### src/rtl/alarm_clock_fsm_if.sv
// alarm_clock_fsm_if: keypad/button inputs and strobe/display outputs of the alarm clock control FSM
//   key, alarm_button, time_button, one_second : stimulus into the FSM
//   shift, load_new_a, load_new_c, reset_count : one-cycle strobes out of the FSM
//   show_a, show_new_time                      : display select levels out of the FSM
interface alarm_clock_fsm_if;
    logic [3:0] key;
    logic       one_second;
    logic       alarm_button;
    logic       time_button;
    logic       shift;
    logic       load_new_a;
    logic       load_new_c;
    logic       reset_count;
    logic       show_a;
    logic       show_new_time;
    modport master (
        output key, one_second, alarm_button, time_button,
        input  shift, load_new_a, load_new_c, reset_count, show_a, show_new_time
    );
    modport slave (
        input  key, one_second, alarm_button, time_button,
        output shift, load_new_a, load_new_c, reset_count, show_a, show_new_time
    );
endinterface

### src/rtl/alarm_clock_fsm.sv
// alarm_clock_fsm: digit entry sequencing and alarm/current-time load strobes for the alarm clock
//   clock   : system clock shared with the timing generator
//   reset_n : asynchronous active-low reset
//   bus     : alarm_clock_fsm_if.slave (keypad, buttons, one_second in; strobes and display selects out)
//   ENTRY_TIMEOUT_EN : when defined, an idle entry is abandoned after TIMEOUT_SEC one_second pulses
module alarm_clock_fsm #(
    parameter int         TIMEOUT_SEC = 10,
    parameter logic [3:0] NOKEY       = 4'hA
) (
    input logic          clock,
    input logic          reset_n,
    alarm_clock_fsm_if.slave bus
);
    typedef enum logic [2:0] {SHOW_TIME, SHOW_ALARM, KEY_STORED, KEY_WAITED, KEY_ENTRY} state_t;
    state_t state_q, state_d;
    logic   shift_q, shift_d, load_new_a_q, load_new_a_d, load_new_c_q, load_new_c_d;
    logic   show_a_q, show_a_d, show_new_time_q, show_new_time_d;
    logic   digit, no_key, in_entry, timeout;
    assign digit    = bus.key <= 4'd9;
    assign no_key   = bus.key == NOKEY || bus.key > 4'd9;
    assign in_entry = state_q == KEY_WAITED || state_q == KEY_ENTRY;
`ifdef ENTRY_TIMEOUT_EN
    localparam int CW = $clog2(TIMEOUT_SEC + 1);
    logic [CW-1:0] cnt_q, cnt_d;
    assign timeout = bus.one_second && cnt_q == CW'(TIMEOUT_SEC - 1);
    // Saturates rather than wraps; a new digit restarts the idle window.
    always_comb begin
        cnt_d = (!in_entry || state_d == KEY_STORED) ? '0 :
                (bus.one_second && cnt_q != CW'(TIMEOUT_SEC)) ? cnt_q + 1'b1 : cnt_q;
    end
    always_ff @(posedge clock or negedge reset_n) begin
        if (!reset_n) cnt_q <= '0;
        else          cnt_q <= cnt_d;
    end
`else
    logic unused_one_second;
    assign unused_one_second = bus.one_second;
    assign timeout           = 1'b0;
`endif
    always_comb begin
        state_d = state_q;
        case (state_q)
            SHOW_TIME:  state_d = bus.alarm_button ? SHOW_ALARM : digit ? KEY_STORED : SHOW_TIME;
            SHOW_ALARM: state_d = bus.alarm_button ? SHOW_ALARM : SHOW_TIME;
            KEY_STORED: state_d = KEY_WAITED;
            KEY_WAITED: state_d = no_key ? KEY_ENTRY : timeout ? SHOW_TIME : KEY_WAITED;
            KEY_ENTRY:  state_d = (bus.time_button || bus.alarm_button) ? SHOW_TIME :
                                  digit ? KEY_STORED : timeout ? SHOW_TIME : KEY_ENTRY;
            default:    state_d = SHOW_TIME;
        endcase
        // Outputs decode the state being entered so they appear registered with no extra cycle.
        shift_d         = state_d == KEY_STORED;
        show_a_d        = state_d == SHOW_ALARM;
        show_new_time_d = state_d == KEY_STORED || state_d == KEY_WAITED || state_d == KEY_ENTRY;
        load_new_c_d    = state_q == KEY_ENTRY && bus.time_button;
        load_new_a_d    = state_q == KEY_ENTRY && !bus.time_button && bus.alarm_button;
    end
    always_ff @(posedge clock or negedge reset_n) begin
        if (!reset_n) begin
            state_q         <= SHOW_TIME;
            shift_q         <= 1'b0;
            load_new_a_q    <= 1'b0;
            load_new_c_q    <= 1'b0;
            show_a_q        <= 1'b0;
            show_new_time_q <= 1'b0;
        end else begin
            state_q         <= state_d;
            shift_q         <= shift_d;
            load_new_a_q    <= load_new_a_d;
            load_new_c_q    <= load_new_c_d;
            show_a_q        <= show_a_d;
            show_new_time_q <= show_new_time_d;
        end
    end
    assign bus.shift         = shift_q;
    assign bus.load_new_a    = load_new_a_q;
    assign bus.load_new_c    = load_new_c_q;
    assign bus.reset_count   = load_new_c_q;
    assign bus.show_a        = show_a_q;
    assign bus.show_new_time = show_new_time_q;
endmodule

### src/flat_wrapper.sv
// flat-port wrapper written by rule: the top's interface ports become plain ports
module alarm_clock_fsm_flat 
#(
    parameter int         TIMEOUT_SEC = 10,
    parameter logic [3:0] NOKEY       = 4'hA
)
  (clock, reset_n, bus_key, bus_one_second, bus_alarm_button, bus_time_button, bus_shift, bus_load_new_a, bus_load_new_c, bus_reset_count, bus_show_a, bus_show_new_time);
  alarm_clock_fsm_if bus_i ();
  input logic clock;
  input logic reset_n;
  input wire logic [$bits(bus_i.key)-1:0] bus_key;
  input wire logic [$bits(bus_i.one_second)-1:0] bus_one_second;
  input wire logic [$bits(bus_i.alarm_button)-1:0] bus_alarm_button;
  input wire logic [$bits(bus_i.time_button)-1:0] bus_time_button;
  output wire logic [$bits(bus_i.shift)-1:0] bus_shift;
  output wire logic [$bits(bus_i.load_new_a)-1:0] bus_load_new_a;
  output wire logic [$bits(bus_i.load_new_c)-1:0] bus_load_new_c;
  output wire logic [$bits(bus_i.reset_count)-1:0] bus_reset_count;
  output wire logic [$bits(bus_i.show_a)-1:0] bus_show_a;
  output wire logic [$bits(bus_i.show_new_time)-1:0] bus_show_new_time;
  assign bus_i.key = bus_key;
  assign bus_i.one_second = bus_one_second;
  assign bus_i.alarm_button = bus_alarm_button;
  assign bus_i.time_button = bus_time_button;
  assign bus_shift = bus_i.shift;
  assign bus_load_new_a = bus_i.load_new_a;
  assign bus_load_new_c = bus_i.load_new_c;
  assign bus_reset_count = bus_i.reset_count;
  assign bus_show_a = bus_i.show_a;
  assign bus_show_new_time = bus_i.show_new_time;
  alarm_clock_fsm #(.TIMEOUT_SEC(TIMEOUT_SEC), .NOKEY(NOKEY)) u_core (.clock(clock), .reset_n(reset_n), .bus(bus_i));
endmodule
### config.mk
export PLATFORM = sky130hd
export DESIGN_NAME = alarm_clock_fsm_flat
export DESIGN_NICKNAME = d
export VERILOG_FILES = /design/src/rtl/alarm_clock_fsm_if.sv /design/src/rtl/alarm_clock_fsm.sv /design/src/flat_wrapper.sv
export SDC_FILE = /design/constraint.sdc
export NUM_CORES = 1
export LEC_CHECK = 0
export CAP_MARGIN = 5
export CORE_AREA = 3 3 40 42
export CTS_CLUSTER_DIAMETER = 80
export DETAILED_ROUTE_END_ITERATION = 8
export DIE_AREA = 0 0 43 45
export PLACE_DENSITY = 0.54
export SYNTH_ARGS = -nofsm -noshare
export SYNTH_HDL_FRONTEND = slang
export SYNTH_SLANG_ARGS = --single-unit
### constraint.sdc
create_clock -name clock -period 1.2 [get_ports clock]
set_clock_uncertainty 0.1 [all_clocks]
set_input_delay 0.3 -clock clock [delete_from_list [all_inputs] [get_ports clock]]
set_output_delay 0.3 -clock clock [all_outputs]
set_load 0.02 [all_outputs]
Word level (Yosys, flattened, before mapping)
Index checks and enable logic that the tools add are counted.
{"block": "classes", "reduce_logical": 9, "eq_ne": 9, "n_lt_le_gt_ge": 2, "n_mux": 7}
{"op": "case mux 3 bit (5 select lines)", "n": 1}
{"op": "== test 3 x 2 -> 1 bit (second input constant)", "n": 4}
{"op": "two-way mux 3 bit", "n": 4}
{"op": "== test 3 x 1 -> 1 bit (second input constant)", "n": 2}
{"op": "== test 3 bit (second input constant)", "n": 2}
{"op": "== test 4 bit (second input constant)", "n": 1}
{"op": "> comparator 4 bit (second input constant)", "n": 1}
{"op": "less-or-equal comparator 4 bit (second input constant)", "n": 1}
{"op": "logical OR 1 bit", "n": 4}
{"op": "logical AND 1 bit", "n": 3}
{"op": "zero test 3 bit", "n": 1}
{"op": "two-way mux 2 bit", "n": 1}
{"op": "zero test 1 bit", "n": 1}
{"op": "two-way mux 1 bit", "n": 1}
{"block": "word_totals", "in_bits": 9, "word_cells": 33, "out_inout_bits": 6, "ff_bits": 8}

Depth between registers and ports, before layout
{"block": "depth", "depth_word": 7, "depth_mapped": 3, "ltp_nobuf": 3}

Worst setup path after synthesis
No wires, ideal clock.
{"block": "synth_path", "path_type": "flip-flop to flip-flop", "from": "register u_core.state_q[2]", "to": "register u_core.state_q[2]", "period_less_slack_ns": 1.080, "t_required_ns": 1.027, "n_path_buf": 0, "arrival_ns": 0.907, "stages_incl_launch_ff": 4, "setup_time_ns": 0.073, "path_slack_ns": 0.120, "cell_sequence": "dfrtp_1 -> nand2b_1 -> or2_1 -> a21oi_2"}
{"block": "synth_between", "elab_chain_len": 2, "word_cells_on_any_way": 6, "classes_between": "4 x eq/ne; 1 x mux; 1 x reduce/logical"}
{"element": "start, declared", "line_no": "alarm_clock_fsm.sv:15", "text": "state_t state_q, state_d;"}
{"element": "start signal, assigned", "line_no": "alarm_clock_fsm.sv:67", "text": "state_q <= state_d;"}
{"element": "== test 3 bit, or another cell as far along"}
{"element": "case mux 3 bit (5 select lines) *", "line_no": "alarm_clock_fsm.sv:42", "text": "case (state_q)"}
{"element": "via u_core.state_d[2]", "line_no": "alarm_clock_fsm.sv:15"}
Mark *: on every way through the listed nets, which the timed path passes. The rest lies on a longest branch.

Final worst setup path
{"block": "layout_path", "from": "input port bus_alarm_button", "to": "register u_core.state_q[1]"}
{"block": "layout_between", "elab_chain_len": 3, "word_cells_on_any_way": 4, "classes_between": "3 x mux; 1 x reduce/logical"}
{"element": "start, declared", "line_no": "flat_wrapper.sv:13", "text": "input wire logic [$bits(bus_i.alarm_button)-1:0] bus_alarm_button;"}
{"element": "logical OR 1 bit", "line_no": "alarm_clock_fsm.sv:47", "text": "KEY_ENTRY: state_d = (bus.time_button || bus.alarm_button) ? SHOW_TIME :"}
{"element": "two-way mux 3 bit", "line_no": "alarm_clock_fsm.sv:47"}
{"element": "case mux 3 bit (5 select lines) *", "line_no": "alarm_clock_fsm.sv:42"}
{"element": "via u_core.state_d[1]", "line_no": "alarm_clock_fsm.sv:15"}
Marks and branches as above.

==> results.json <==
{
  "drv_cap": 0,
  "timing.final.crit_share_pct": 98.1,
  "peakVddDrop_v": 0.000463,
  "drtIter0Drc": 3,
  "p_leak_nw": 0.247,
  "synth-compound-area-share_pct": 11.8,
  "maxSlewHeadroom_pct": 77.4,
  "critPathKind": "in2reg",
  "avgSynthCellArea_um2": 10.6,
  "setup_tns_ns": 0,
  "cts_sinks": 8,
  "timing.fmax_ghz": 0.849,
  "die_x_um": 43,
  "crit_slowest_cell": "clkdlybuf4s50_1",
  "layout_commonest_cell": "dfrtp_1",
  "viasPerCell": 4.51,
  "period_needed_ns": 1.18,
  "synthDistinctLibCells": 16,
  "cp_slowest_stage_delay_ns": 0.46,
  "synthXorXnorAreaFrac_pct": 0,
  "drive_gt1_share_pct": 38.0,
  "drv_slew": 0,
  "yosysWarningCount": 0,
  "powerDensity_nw_per_um2": 1850,
  "worstPathArrival_ns": 1.24,
  "yosys.area_share.simple_pct": 23.7,
  "routed_wl_um": 765,
  "clk_pin_slew_ns": 0.05,
  "synth-seq-cells": 8,
  "cts_hold_buf": 0,
  "path_buf_inv": 1,
  "wl_per_cell_um": 11.8,
  "tritoncts": "yes",
  "rsz0062_at_grt": "true",
  "setup_viol": 0,
  "dieArea_um2": 1940,
  "cts.path.max_buffers": 2,
  "synth_area_um2": 328,
  "path_max_fanout": 3,
  "synth_top_family_by_area": "simple AND/OR/NAND/NOR gates",
  "dp_hpwl_um": 596,
  "portBuffers": 12,
  "gp_congestion": 0.854,
  "synth.area.mux_share_pct": 0,
  "boundaryPins": 15,
  "drc": 0,
  "holdWs_ns": 0.213,
  "status": "finished, final reports clean",
  "grt_pass1_vias": 285,
  "synth_nets": 40,
  "cts-buffers-inserted": 3,
  "mostFrequentLayoutCells": "dfrtp_1 (8), buf_2 (6), clkdlybuf4s50_1 (5), buf_4 (5), nand2_1 (4)",
  "cp.required_ns": 1.26,
  "antenna_left": 0,
  "grt_pass1_wl_mm": 1.12,
  "syn_to_final_growth_pct": 55.3,
  "grt_remaining_overflow": 0,
  "syn_inst": 31,
  "core_area_um2": 1280,
  "seq_area_frac_synth_pct": 61.1,
  "root_buffer": "clkbuf_4",
  "crit_family": "buffers and inverters",
  "dieHeight_um": 45,
  "insertion_delay_ns": 0.25,
  "rows": 13,
  "worst_slew_pin_slew_ns": 0.338,
  "firstDrtPassIters": 3,
  "num_vias": 293,
  "grt_antenna_before_repair": 0,
  "worst_setup_path_start_kind": "primary input",
  "min_path_type": "in2async",
  "n_antenna_cell": 0,
  "grt_usage_pct": 8.17,
  "start_util_pct": 25.5,
  "grt_max_degree": 9,
  "worst_setup_path_end_kind": "flop",
  "synth-adder-area-share_pct": 0,
  "cp_cell_sequence": "clkdlybuf4s50_1 -> nor3_2 -> nand2_2 -> o221ai_1",
  "hold_viol": 0,
  "cts-htree-levels": 1,
  "fin_nets": 61
}
## state kept, by name, summed over array words and instances (netlist names)
register	flops
u_core.bus.shift	1
u_core.bus.show_new_time	1
u_core.bus.load_new_a	1
u_core.bus.load_new_c	1
u_core.state_q	3
u_core.bus.show_a	1
## repair_timing
action                                  CTS  global route
pin swaps                                 0             1
endpoints found under the setup margin    6             6
setup buffers                             0             0
resized for setup                        24             5
gates cloned                              0             0
## cell usage after synthesis
library cell  n  share of area (%)
nor2b_1       1                1.9
a211oi_1      1                2.3
nor3b_1       1                2.3
nor3_1        4                6.1
nand2b_1      1                1.9
nor2_1        2                2.3
buf_4         1                2.3
a21oi_2       1                2.7
or2_1         1                1.9
inv_1         1                1.1
o21ai_2       1                2.7
o221ai_1      1                2.7
nand3_1       1                1.5
dfrtp_1       8                 61
a21oi_1       1                1.5
nand2_1       5                5.7
## kinds of logic (layout without fill, tap and decap cells)
logic type	after synthesis	count (layout)
AO/OA/AOI/OAI	5	5
buffers and inverters	2	21
flip-flops	8	8
AND/OR/NAND/NOR	16	16
## metal layers
layer / vias to the layer above / GRT usage (%) / part of all wire [%]
li1: 147 / - / -
met1: 131 / 9.48 / 37
met2: 13 / 12.9 / 52
met3: 2 / 0.398 / 8.6
met4: 0 / 9.04 / 2.0
met5: - / 0 / 0
## final cells by class
type                       count  area, µm²
fill                         135        776
inverter                       1       3.75
sequential                     8        200
clock buffer                   3       22.5
tap                           15       18.8
timing repair buffer          17        130
multi-input combinational     21        134
## metrics by stage
| stage | area, µm² | power, mW | setup slack, ns | utilization (%) | cells |
|---|---|---|---|---|---|
| after floorplan | 328 | 0.577 | 0.120 | - | 31 |
| after global placement | 497 | 0.747 | -0.212 | 38.7 | 62 |
| after detailed placement | 497 | 0.761 | -0.258 | 38.7 | 62 |
| after CTS | 489 | 0.929 | 0.0103 | 38.1 | 65 |
| after global routing | 509 | 1.00 | -0.0441 | 39.6 | 65 |
| final | 509 | 0.943 | 0.0225 | 39.6 | 65 |
## worst paths after layout
check                                                  from                                  to  slack, ns  cells after the start
worst max register to register  u_core.state_q[0]$_DFF_PN0_         u_core.state_q[1]$_DFF_PN0_       0.04                      3
max in group asynchronous                           reset_n  u_core.bus.show_new_time$_DFF_PN0_       0.53                      1
worst min-delay path                                reset_n     u_core.bus.load_new_a$_DFF_PN0_       0.21                      1
min in group clock                               bus_key[2]          u_core.bus.shift$_DFF_PN0_       0.32                      4
worst max-delay path                       bus_alarm_button         u_core.state_q[1]$_DFF_PN0_       0.02                      4
worst min register to register  u_core.state_q[2]$_DFF_PN0_          u_core.bus.shift$_DFF_PN0_       0.37                      1
## where the power goes
part | switching (mW) | leakage, nW | total, mW | internal (mW)
logic | 0.188 | 0.129 | 0.339 | 0.151
clock network | 0.0851 | 0.0138 | 0.199 | 0.114
registers | 0.0595 | 0.103 | 0.405 | 0.345
(Power assumes the default switching activity.)
